## config.mk

```make
export PLATFORM = sky130hd
export DESIGN_NAME = alu_cmd_issuer_flat
export DESIGN_NICKNAME = d
export VERILOG_FILES = /design/src/rtl/alu_cmd_issuer_if.sv /design/src/rtl/alu_cmd_issuer.sv /design/src/flat_wrapper.sv
export SDC_FILE = /design/constraint.sdc
export NUM_CORES = 1
export LEC_CHECK = 0
export ABC_AREA = 1
export CELL_PAD_IN_SITES_DETAIL_PLACEMENT = 1
export CELL_PAD_IN_SITES_GLOBAL_PLACEMENT = 2
export CORE_MARGIN = 2
export CORE_UTILIZATION = 33
export CTS_CLUSTER_DIAMETER = 100
export DETAILED_ROUTE_END_ITERATION = 6
export PLACE_DENSITY = 0.82
export SLEW_MARGIN = 0
export SYNTH_ARGS = -nofsm -noshare
export SYNTH_HDL_FRONTEND = slang
export SYNTH_SLANG_ARGS = --single-unit
```

## constraint.sdc

```tcl
create_clock -name clk -period 3.1 [get_ports clk]
set_clock_uncertainty 0.1 [all_clocks]
set_input_delay 0.31 -clock clk [delete_from_list [all_inputs] [get_ports clk]]
set_output_delay 0.31 -clock clk [all_outputs]
set_load 0.05 [all_outputs]
```

## src/rtl/alu_cmd_issuer_if.sv

```systemverilog
// alu_cmd_issuer_if: host command, ALU drive and result signals of alu_cmd_issuer.
// slave = the issuer; master = host, ALU and result consumer.
interface alu_cmd_issuer_if #(
    parameter int DW   = 4,
    parameter int OPW  = 3,
    parameter int CNTW = 8
);
    logic            cmd_valid;
    logic            cmd_ready;
    logic [OPW-1:0]  cmd_op;
    logic [DW-1:0]   cmd_a;
    logic [DW-1:0]   cmd_b;
    logic [DW-1:0]   cmd_exp;
    logic [OPW-1:0]  alu_op;
    logic [DW-1:0]   alu_a;
    logic [DW-1:0]   alu_b;
    logic [DW-1:0]   alu_out;
    logic            res_valid;
    logic            res_ready;
    logic [DW-1:0]   res_data;
    logic [OPW-1:0]  res_op;
    logic            res_err;
    logic [CNTW-1:0] mismatch_cnt;
    logic            busy;

    modport slave (
        input  cmd_valid, cmd_op, cmd_a, cmd_b, cmd_exp, alu_out, res_ready,
        output cmd_ready, alu_op, alu_a, alu_b, res_valid, res_data, res_op,
               res_err, mismatch_cnt, busy
    );

    modport master (
        output cmd_valid, cmd_op, cmd_a, cmd_b, cmd_exp, alu_out, res_ready,
        input  cmd_ready, alu_op, alu_a, alu_b, res_valid, res_data, res_op,
               res_err, mismatch_cnt, busy
    );
endinterface

```

## src/rtl/alu_cmd_issuer.sv

```systemverilog
// alu_cmd_issuer: FIFO-buffered command issuer for the combinational ALU with a valid/ready result port.
// Optional ALU_RESULT_CHECK_EN: compare each result with the command's expected value and count mismatches.
//
//  state    | meaning
//  ---------+---------------------------------------------------------------
//  ST_IDLE  | no command in flight; pops the FIFO head into the ALU regs
//  ST_DRIVE | ALU inputs settling for one cycle; result captured at cycle end
//  ST_HOLD  | result presented on res_*, held until res_ready
module alu_cmd_issuer #(
    parameter int DW    = 4,
    parameter int OPW   = 3,
    parameter int DEPTH = 4,
    parameter int CNTW  = 8
) (
    input  logic            clk,
    input  logic            rst_n,
    alu_cmd_issuer_if.slave bus
);
    localparam int AW = (DEPTH > 1) ? $clog2(DEPTH) : 1;
    localparam int CW = $clog2(DEPTH + 1);
    localparam logic [CW-1:0] FULL_CNT = CW'(DEPTH);

    typedef enum logic [1:0] {ST_IDLE, ST_DRIVE, ST_HOLD} state_t;

    state_t          r_state;
    logic [OPW-1:0]  r_mem_op [DEPTH];
    logic [DW-1:0]   r_mem_a  [DEPTH];
    logic [DW-1:0]   r_mem_b  [DEPTH];
    logic [AW-1:0]   r_wr_ptr;
    logic [AW-1:0]   r_rd_ptr;
    logic [CW-1:0]   r_count;
    logic            r_cmd_ready;
    logic [OPW-1:0]  r_alu_op;
    logic [DW-1:0]   r_alu_a;
    logic [DW-1:0]   r_alu_b;
    logic            r_res_valid;
    logic [DW-1:0]   r_res_data;
    logic [OPW-1:0]  r_res_op;
`ifdef ALU_RESULT_CHECK_EN
    logic [DW-1:0]   r_mem_exp [DEPTH];
    logic [DW-1:0]   r_exp;
    logic            r_res_err;
    logic [CNTW-1:0] r_mismatch_cnt;
`endif

    logic            w_push;
    logic            w_pop;
    logic            w_not_empty;
    logic [CW-1:0]   w_count_nxt;

    assign w_not_empty = (r_count != '0);
    assign w_push      = bus.cmd_valid && r_cmd_ready;
    assign w_pop       = w_not_empty &&
                         ((r_state == ST_IDLE) || ((r_state == ST_HOLD) && bus.res_ready));
    assign w_count_nxt = r_count + CW'(w_push) - CW'(w_pop);

    // Storage has no reset; only entries between the pointers are ever read.
    always_ff @(posedge clk) begin
        if (w_push) begin
            r_mem_op[r_wr_ptr] <= bus.cmd_op;
            r_mem_a[r_wr_ptr]  <= bus.cmd_a;
            r_mem_b[r_wr_ptr]  <= bus.cmd_b;
`ifdef ALU_RESULT_CHECK_EN
            r_mem_exp[r_wr_ptr] <= bus.cmd_exp;
`endif
        end
    end

    always_ff @(posedge clk or negedge rst_n) begin
        if (!rst_n) begin
            r_wr_ptr    <= '0;
            r_rd_ptr    <= '0;
            r_count     <= '0;
            r_cmd_ready <= 1'b1;
        end else begin
            if (w_push) r_wr_ptr <= r_wr_ptr + 1'b1;
            if (w_pop)  r_rd_ptr <= r_rd_ptr + 1'b1;
            r_count     <= w_count_nxt;
            r_cmd_ready <= (w_count_nxt != FULL_CNT);
        end
    end

    always_ff @(posedge clk or negedge rst_n) begin
        if (!rst_n) begin
            r_state     <= ST_IDLE;
            r_alu_op    <= '0;
            r_alu_a     <= '0;
            r_alu_b     <= '0;
            r_res_valid <= 1'b0;
            r_res_data  <= '0;
            r_res_op    <= '0;
`ifdef ALU_RESULT_CHECK_EN
            r_exp          <= '0;
            r_res_err      <= 1'b0;
            r_mismatch_cnt <= '0;
`endif
        end else begin
            case (r_state)
                ST_IDLE: begin
                    if (w_pop) begin
                        r_alu_op <= r_mem_op[r_rd_ptr];
                        r_alu_a  <= r_mem_a[r_rd_ptr];
                        r_alu_b  <= r_mem_b[r_rd_ptr];
`ifdef ALU_RESULT_CHECK_EN
                        r_exp    <= r_mem_exp[r_rd_ptr];
`endif
                        r_state  <= ST_DRIVE;
                    end
                end
                ST_DRIVE: begin
                    r_res_data  <= bus.alu_out;
                    r_res_op    <= r_alu_op;
                    r_res_valid <= 1'b1;
`ifdef ALU_RESULT_CHECK_EN
                    r_res_err   <= (bus.alu_out != r_exp);
                    if ((bus.alu_out != r_exp) && (r_mismatch_cnt != '1))
                        r_mismatch_cnt <= r_mismatch_cnt + 1'b1;
`endif
                    r_state     <= ST_HOLD;
                end
                ST_HOLD: begin
                    if (bus.res_ready) begin
                        r_res_valid <= 1'b0;
                        if (w_pop) begin
                            r_alu_op <= r_mem_op[r_rd_ptr];
                            r_alu_a  <= r_mem_a[r_rd_ptr];
                            r_alu_b  <= r_mem_b[r_rd_ptr];
`ifdef ALU_RESULT_CHECK_EN
                            r_exp    <= r_mem_exp[r_rd_ptr];
`endif
                            r_state  <= ST_DRIVE;
                        end else begin
                            r_state  <= ST_IDLE;
                        end
                    end
                end
                default: r_state <= ST_IDLE;
            endcase
        end
    end

    assign bus.cmd_ready = r_cmd_ready;
    assign bus.alu_op    = r_alu_op;
    assign bus.alu_a     = r_alu_a;
    assign bus.alu_b     = r_alu_b;
    assign bus.res_valid = r_res_valid;
    assign bus.res_data  = r_res_data;
    assign bus.res_op    = r_res_op;
    assign bus.busy      = (r_state != ST_IDLE) || w_not_empty;
`ifdef ALU_RESULT_CHECK_EN
    assign bus.res_err      = r_res_err;
    assign bus.mismatch_cnt = r_mismatch_cnt;
`else
    assign bus.res_err      = 1'b0;
    assign bus.mismatch_cnt = '0;
`endif
endmodule
```

## src/flat_wrapper.sv

```systemverilog
// flat-port wrapper written by rule: the top's interface ports become plain ports
module alu_cmd_issuer_flat 
#(
    parameter int DW    = 4,
    parameter int OPW   = 3,
    parameter int DEPTH = 4,
    parameter int CNTW  = 8
)
  (clk, rst_n, bus_cmd_valid, bus_cmd_op, bus_cmd_a, bus_cmd_b, bus_cmd_exp, bus_alu_out, bus_res_ready, bus_cmd_ready, bus_alu_op, bus_alu_a, bus_alu_b, bus_res_valid, bus_res_data, bus_res_op, bus_res_err, bus_mismatch_cnt, bus_busy);
  alu_cmd_issuer_if #(.DW(DW), .OPW(OPW), .CNTW(CNTW)) bus_i ();
  input  logic clk;
  input  logic rst_n;
  input wire logic [$bits(bus_i.cmd_valid)-1:0] bus_cmd_valid;
  input wire logic [$bits(bus_i.cmd_op)-1:0] bus_cmd_op;
  input wire logic [$bits(bus_i.cmd_a)-1:0] bus_cmd_a;
  input wire logic [$bits(bus_i.cmd_b)-1:0] bus_cmd_b;
  input wire logic [$bits(bus_i.cmd_exp)-1:0] bus_cmd_exp;
  input wire logic [$bits(bus_i.alu_out)-1:0] bus_alu_out;
  input wire logic [$bits(bus_i.res_ready)-1:0] bus_res_ready;
  output wire logic [$bits(bus_i.cmd_ready)-1:0] bus_cmd_ready;
  output wire logic [$bits(bus_i.alu_op)-1:0] bus_alu_op;
  output wire logic [$bits(bus_i.alu_a)-1:0] bus_alu_a;
  output wire logic [$bits(bus_i.alu_b)-1:0] bus_alu_b;
  output wire logic [$bits(bus_i.res_valid)-1:0] bus_res_valid;
  output wire logic [$bits(bus_i.res_data)-1:0] bus_res_data;
  output wire logic [$bits(bus_i.res_op)-1:0] bus_res_op;
  output wire logic [$bits(bus_i.res_err)-1:0] bus_res_err;
  output wire logic [$bits(bus_i.mismatch_cnt)-1:0] bus_mismatch_cnt;
  output wire logic [$bits(bus_i.busy)-1:0] bus_busy;
  assign bus_i.cmd_valid = bus_cmd_valid;
  assign bus_i.cmd_op = bus_cmd_op;
  assign bus_i.cmd_a = bus_cmd_a;
  assign bus_i.cmd_b = bus_cmd_b;
  assign bus_i.cmd_exp = bus_cmd_exp;
  assign bus_i.alu_out = bus_alu_out;
  assign bus_i.res_ready = bus_res_ready;
  assign bus_cmd_ready = bus_i.cmd_ready;
  assign bus_alu_op = bus_i.alu_op;
  assign bus_alu_a = bus_i.alu_a;
  assign bus_alu_b = bus_i.alu_b;
  assign bus_res_valid = bus_i.res_valid;
  assign bus_res_data = bus_i.res_data;
  assign bus_res_op = bus_i.res_op;
  assign bus_res_err = bus_i.res_err;
  assign bus_mismatch_cnt = bus_i.mismatch_cnt;
  assign bus_busy = bus_i.busy;
  alu_cmd_issuer #(.DW(DW), .OPW(OPW), .DEPTH(DEPTH), .CNTW(CNTW)) u_core (.clk(clk), .rst_n(rst_n), .bus(bus_i));
endmodule
```

==> flow_summary_export.csv, run 1 <==
group,metric,value,unit
final_layout,regArea,0.00205,mm2
sta,rsz0062_at_grt,"false",
clock_tree,cts_tree,"built",
route,route.detailed.drc,0,
sta,tightest_slew,0.738,ns
sta,final_hold_viol_count,0,
flow_run,max-cap-violations,0,
route,routed_wl,6590,um
critical_path,path_delay_family,"buffers and inverters",
global_route,track_usage,13.7,%
critical_path,cp_num_buf_inv,2,
yosys,yosysWarnings,0,
clock_tree,numCtsBuffers,9,
floorplan,num_rows,36,
power_and_ir_drop,p_switching,0.00180,W
global_route,grt_max_degree,30,
critical_path,startpoint_type,"register",
critical_path,critPathArrivalTime,1.95,ns
place,place_hpwl,4390,um
critical_path,crit_type,"register to primary output",
power_and_ir_drop,pwr-share-clk,20.5,%
global_route,grt_pass1_vias,2201,
floorplan,die-width,103,um
final_layout,finish.utilization,41.1,%
clock_tree,htreeDepth,3,
clock_tree,cts_setup_buffers,0,
critical_path,cp_slowest_cell,"clkdlybuf4s50_1",
yosys,synth_cell_types,22,
power_and_ir_drop,p_total,0.00427,W
power_and_ir_drop,p_per_area,1070,mW/mm2
sta,worst_slack,0.740,ns
place,preCtsSetupSlack,0.587,ns
power_and_ir_drop,vdd_ir_drop_max,0.302,mV
floorplan,initial_core_util,33.7,%
critical_path,cpPeakStageDelay,0.81,ns
power_and_ir_drop,seqPwrFrac,35.5,%
power_and_ir_drop,p_sw_share,42.2,%
critical_path,startpoint,"u_core.r_state[0]$_DFFE_PN0P_",
global_route,use_met3,3.02,%
clock_tree,clock-root-buffer,"clkbuf_8",
route,viasPerCell,4.24,
yosys,netlist_area,0.00327,mm2
clock_tree,ctsHoldBuffers,0,
yosys,seq_area_frac_synth,62.7,%
sta,relSlewSlack,50.8,%
global_route,use_met1,16.4,%
clock_tree,cts_resized,0,
sta,finalSetupViolations,0,
final_layout,multi_input_area,840,um2
floorplan,coreArea,0.00968,mm2
outcome,status,"finished clean",
floorplan,ios,53,
floorplan,dieArea,0.0107,mm2
yosys,postSynthCellCount,330,
sta,finalCritPeriodShare,76.1,%
floorplan,die_h,103,um
sta,fin_setup_tns,0,ns
yosys,synth_area_per_cell,9.90,um2
clock_tree,insertion_delay,0.35,ns
power_and_ir_drop,p_int,0.00247,W
critical_path,rr_startpoint,"u_core.r_state[1]$_DFFE_PN0P_",
clock_tree,path_clk_slew,0.08,ns
global_route,grt_overflow,0,
place,gp_congestion,0.717,
route,drt-initial-drc-count,92,
place,port_buffers,39,
global_route,grt_first_pass_wirelength,10800,um
global_route,antenna_found_initial,0,
final_layout,fill_cells,1100,
global_route,gr-usage-met2,23.5,%
final_layout,fin_nets,405,
sta,drv_slew,0,
route,via_count,2177,
yosys,ys_seq_elements,73,
final_layout,drive_gt1_share,6.84,%
power_and_ir_drop,power_frac_comb,44.0,%
critical_path,crit_required,2.69,ns
route,drt_pass1_iterations,4,
clock_tree,clock_path_buffers,2,
clock_tree,cts_sinks,73,
sta,max_freq,424,MHz
route,postRouteAntennaNets,0,
hold_path,hp-class,"primary input to asynchronous set/reset pin",
critical_path,cp_max_fo,10,
power_and_ir_drop,leakagePower,1.89,nW
final_layout,area_growth_syn_to_layout,21.8,%
final_layout,n_antenna_cell,0,
critical_path,endpoint_kind,"primary output",
sta,post-route-min-period,2.36,ns
route,wire_per_inst,12.9,um
critical_path,cp_cell_sequence,"inv_8 > nand3_1 > clkdlybuf4s50_1",
global_route,grt.busiest_layer,"met2",
[Yosys cell counts]
cell type | count | share of area (%)
buf_6 | 6 | 2.1
ha_1 | 6 | 2.3
inv_8 | 1 | 0.34
buf_4 | 9 | 2.1
xor2_1 | 2 | 0.54
dfrtp_1 | 28 | 21
nor2_4 | 1 | 0.34
nor3_1 | 1 | 0.15
inv_1 | 63 | 7.2
conb_1 | 1 | 0.11
nand2_1 | 117 | 13
edfxtp_1 | 44 | 40
fa_1 | 1 | 0.61
o21ai_0 | 2 | 0.31
nor2_1 | 6 | 0.69
nand3b_1 | 1 | 0.23
nand3_1 | 31 | 4.8
o21ai_4 | 1 | 0.50
and2_1 | 1 | 0.19
buf_2 | 5 | 0.77
dfstp_2 | 1 | 0.80
nand3_2 | 2 | 0.61
[routing by layer]
metal | routed length (um) | part of all wire (%) | up-vias
met5 | 0 | 0 | -
met2 | 3260 | 49 | 54
met1 | 2880 | 44 | 1032
met4 | 135 | 2.0 | 0
li1 | - | - | 1082
met3 | 318 | 4.8 | 9
[power by group through the flow]
stage | Clock (W) | Combinational [W] | Sequential (W)
2_1_floorplan | 0 | 0.00102 | 0.00189
5_1_grt | 0.000934 | 0.00211 | 0.00155
4_1_cts | 0.000898 | 0.00192 | 0.00152
3_3_place_gp | 0 | 0.00185 | 0.00153
6_report | 0.000874 | 0.00188 | 0.00152
3_5_place_dp | 0 | 0.00191 | 0.00154
[cell usage in the layout, fill, tap and decap left out, drive strengths merged]
cell type and count:
clkbuf 9, xor2 2, clkinv 3, clkdlybuf4s50 39
dfstp 1, conb 9, buf 7, o21ai 3
nand3 33, dfrtp 28, inv 64, nor3 1
ha 6, fa 1, bufinv 3, nor2 7
nand3b 1, nand2 117, edfxtp 44, and2 1
clkinvlp 1
[worst paths after layout]
path	endpoint	slack (ns)	cells past startpoint
max	bus_busy	0.74	3
min	u_core.r_state[1]$_DFFE_PN0P_	0.26	2
max reg2reg	u_core.bus.cmd_ready$_DFF_PN1_	0.81	11
min reg2reg	u_core.bus.res_data[2]$_DFFE_PN0P_	0.37	2
max in group asynchronous	u_core.bus.cmd_ready$_DFF_PN1_	2.32	2
min in group clk	u_core.bus.res_data[2]$_DFFE_PN0P_	0.37	2
[cell type report]
class | instances | share of cell area (%)
clock inverters | 7 | 2.74
multi-input cells | 181 | 21.1
inverters | 64 | 6.23
clock buffers | 9 | 3.11
flip-flops and latches | 73 | 51.5
repair buffers | 46 | 11.1
well taps | 133 | 4.18
[cells by family after synthesis]
family	count (synthesis)	synth area share (%)
flip-flops	73	62.7
XOR/XNOR	2	0.536
other	1	0.115
adder cells (fa/ha/maj)	7	2.91
AO/OA/AOI/OAI	3	0.805
buffers and inverters	84	12.5
AND/OR/NAND/NOR	160	20.4
[state kept, by name (all words and copies together), names as in the netlist, 2 cells and up]
name                 count
u_core.bus.res_op        3
u_core.r_wr_ptr          2
u_core.r_count           3
u_core.r_mem_b          16
u_core.r_mem_op         12
u_core.bus.alu_a         4
u_core.r_mem_a          16
u_core.bus.alu_op        3
u_core.r_state           2
u_core.r_rd_ptr          2
u_core.bus.alu_b         4
u_core.bus.res_data      4
[metrics by stage]
stage	area, um2	instances	hold WS, ns
floorplan	3300	338	-0.0856
global placement	3740	497	0.353
detailed placement	3740	497	0.357
CTS	3980	513	0.265
global route	3980	513	0.288
finish	3980	513	0.259
No activity file was read; power rests on OpenSTA's default activity.
==> run 2: changes to the inputs <==
- clock period: 3.1 -> 2.3 ns (I/O delays scaled with it)
==> run 2 against run 1 <==
Core utilization grew 0.14 points; hold slack lost 0.072 ns; routed wire length grew 3.0%; sequential power grew 31%; critical endpoint unchanged.
==> flow_summary_export.csv, run 2 (synthesis gave the netlist of run 1 again) <==
group,metric,value,unit
clock_tree,path_clk_slew,0.07,ns
final_layout,fin_nets,409,
hold_path,hp-class,"primary input to asynchronous set/reset pin",
route,drt_pass1_iterations,4,
route,route.detailed.drc,0,
sta,tightest_slew,0.739,ns
final_layout,n_antenna_cell,0,
outcome,status,"finished clean",
clock_tree,clock-root-buffer,"clkbuf_8",
sta,finalSetupViolations,0,
place,place_hpwl,4510,um
power_and_ir_drop,leakagePower,1.90,nW
floorplan,ios,53,
place,gp_congestion,0.740,
final_layout,finish.utilization,41.2,%
final_layout,final_cells,517,
floorplan,num_rows,36,
sta,finalCritPeriodShare,94.9,%
final_layout,final_common_cell,"nand2_1",
clock_tree,clock_path_buffers,2,
floorplan,dieArea,0.0107,mm2
floorplan,die_h,103,um
power_and_ir_drop,vdd_ir_drop_max,0.409,mV
critical_path,cp_max_fo,10,
final_layout,most-common-layout-cells,"117 x nand2_1, 62 x inv_1, 44 x edfxtp_1",
place,port_buffers,39,
final_layout,regArea,0.00205,mm2
floorplan,initial_core_util,33.7,%
clock_tree,numCtsBuffers,9,
global_route,grt_max_degree,30,
place,dpl-instance-area,0.00377,mm2
global_route,grt_first_pass_wirelength,11100,um
clock_tree,ctsHoldBuffers,0,
route,viasPerCell,4.22,
sta,post-route-min-period,2.18,ns
route,dr_wl_met3,268,um
critical_path,critPathArrivalTime,1.85,ns
route,wl_met2,3410,um
place,placedCellCount,500,
route,wire_per_inst,13.1,um
final_layout,top_regs,"u_core.r_mem_a x16, u_core.r_mem_b x16, u_core.r_mem_op x12",
route,routedLengthMet1,3000,um
floorplan,coreArea,0.00968,mm2
global_route,antenna_found_initial,0,
sta,max_freq,458,MHz
final_layout,multi_input_area,847,um2
critical_path,startpoint_type,"register",
global_route,track_usage,14.1,%
route,routed_wl,6790,um
final_layout,fill_cells,1114,
power_and_ir_drop,p_per_area,1430,mW/mm2
clock_tree,cts_tree,"built",
route,postRouteAntennaNets,0,
floorplan,die-width,103,um
global_route,grt_pass1_vias,2376,
critical_path,crit_type,"register to primary output",
final_layout,fin_area,0.00399,mm2
global_route,grt_overflow,0,
clock_tree,htreeDepth,3,
route,drt-initial-drc-count,55,
sta,relSlewSlack,50.7,%
final_layout,drive_gt1_share,8.85,%
flow_run,max-cap-violations,0,
sta,final_hold_viol_count,0,
clock_tree,cts_sinks,73,
sta,drv_slew,0,
clock_tree,insertion_delay,0.33,ns
route,via_count,2183,
route,highest_layer,"met4",
final_layout,area_growth_syn_to_layout,22.2,%
critical_path,endpoint_kind,"primary output",
critical_path,crit_required,1.97,ns
run 2: power breakdown:
group          internal [W]  leakage (nW)  switching (W)
sequential          0.00181         0.754       0.000176
clock              0.000599         0.104       0.000458
combinational      0.000851          1.04        0.00181
run 2: per-layer routing:
| layer | track usage, % | vias up |
|---|---|---|
| met3 | 3.70 | 5 |
| met2 | 25.5 | 43 |
| met4 | 5.16 | 0 |
| met5 | 0 | - |
| li1 | - | 1086 |
| met1 | 16.0 | 1049 |
run 2: cell type report:
type / instances / area share (%)
inverter: 64 / 6.21
clock buffer: 9 / 3.10
multi-input combinational: 181 / 21.2
clock inverter: 7 / 2.13
sequential: 73 / 51.3
tap: 133 / 4.17
timing repair buffer: 50 / 11.8
run 2: final timing paths:
| kind | start | endpoint | slack [ns] | depth (start not counted) |
|---|---|---|---|---|
| min in group clk | bus_alu_out[2] | u_core.bus.res_data[2]$_DFFE_PN0P_ | 0.36 | 3 |
| max in group asynchronous | rst_n | u_core.bus.cmd_ready$_DFF_PN1_ | 1.59 | 2 |
| worst max register to register | u_core.r_count[1]$_DFF_PN0_ | u_core.bus.cmd_ready$_DFF_PN1_ | 0.14 | 12 |
| worst min register to register | u_core.bus.res_data[0]$_DFFE_PN0P_ | u_core.bus.res_data[0]$_DFFE_PN0P_ | 0.38 | 2 |
| worst min-delay path | rst_n | u_core.bus.res_data[3]$_DFFE_PN0P_ | 0.19 | 2 |
| worst max-delay path | u_core.r_state[1]$_DFFE_PN0P_ | bus_busy | 0.12 | 4 |
run 2: critical path, stage by stage (launching register included):
cell             delay, ns
dfrtp_1               0.36
inv_1                 0.08
buf_4                 0.18
nand3_1               0.09
clkdlybuf4s50_1       0.80
run 2: repair_timing:
action,4_1_cts,5_1_grt
endpoints found under the setup margin,0,3
buffers inserted,0,1
gates resized for setup,0,3
run 2: metrics by stage:
| stage | total power (W) | TNS [ns] | setup slack (ns) | hold WS (ns) |
|---|---|---|---|---|
| after floorplan | 0.00393 | 0 | 0.0524 | -0.166 |
| after global placement | 0.00460 | -0.164 | -0.0869 | 0.353 |
| after detailed placement | 0.00469 | -0.268 | -0.145 | 0.363 |
| after CTS | 0.00577 | 0 | 0.0256 | 0.192 |
| after global routing | 0.00614 | -0.0144 | -0.0144 | 0.203 |
| final | 0.00570 | 0 | 0.118 | 0.187 |
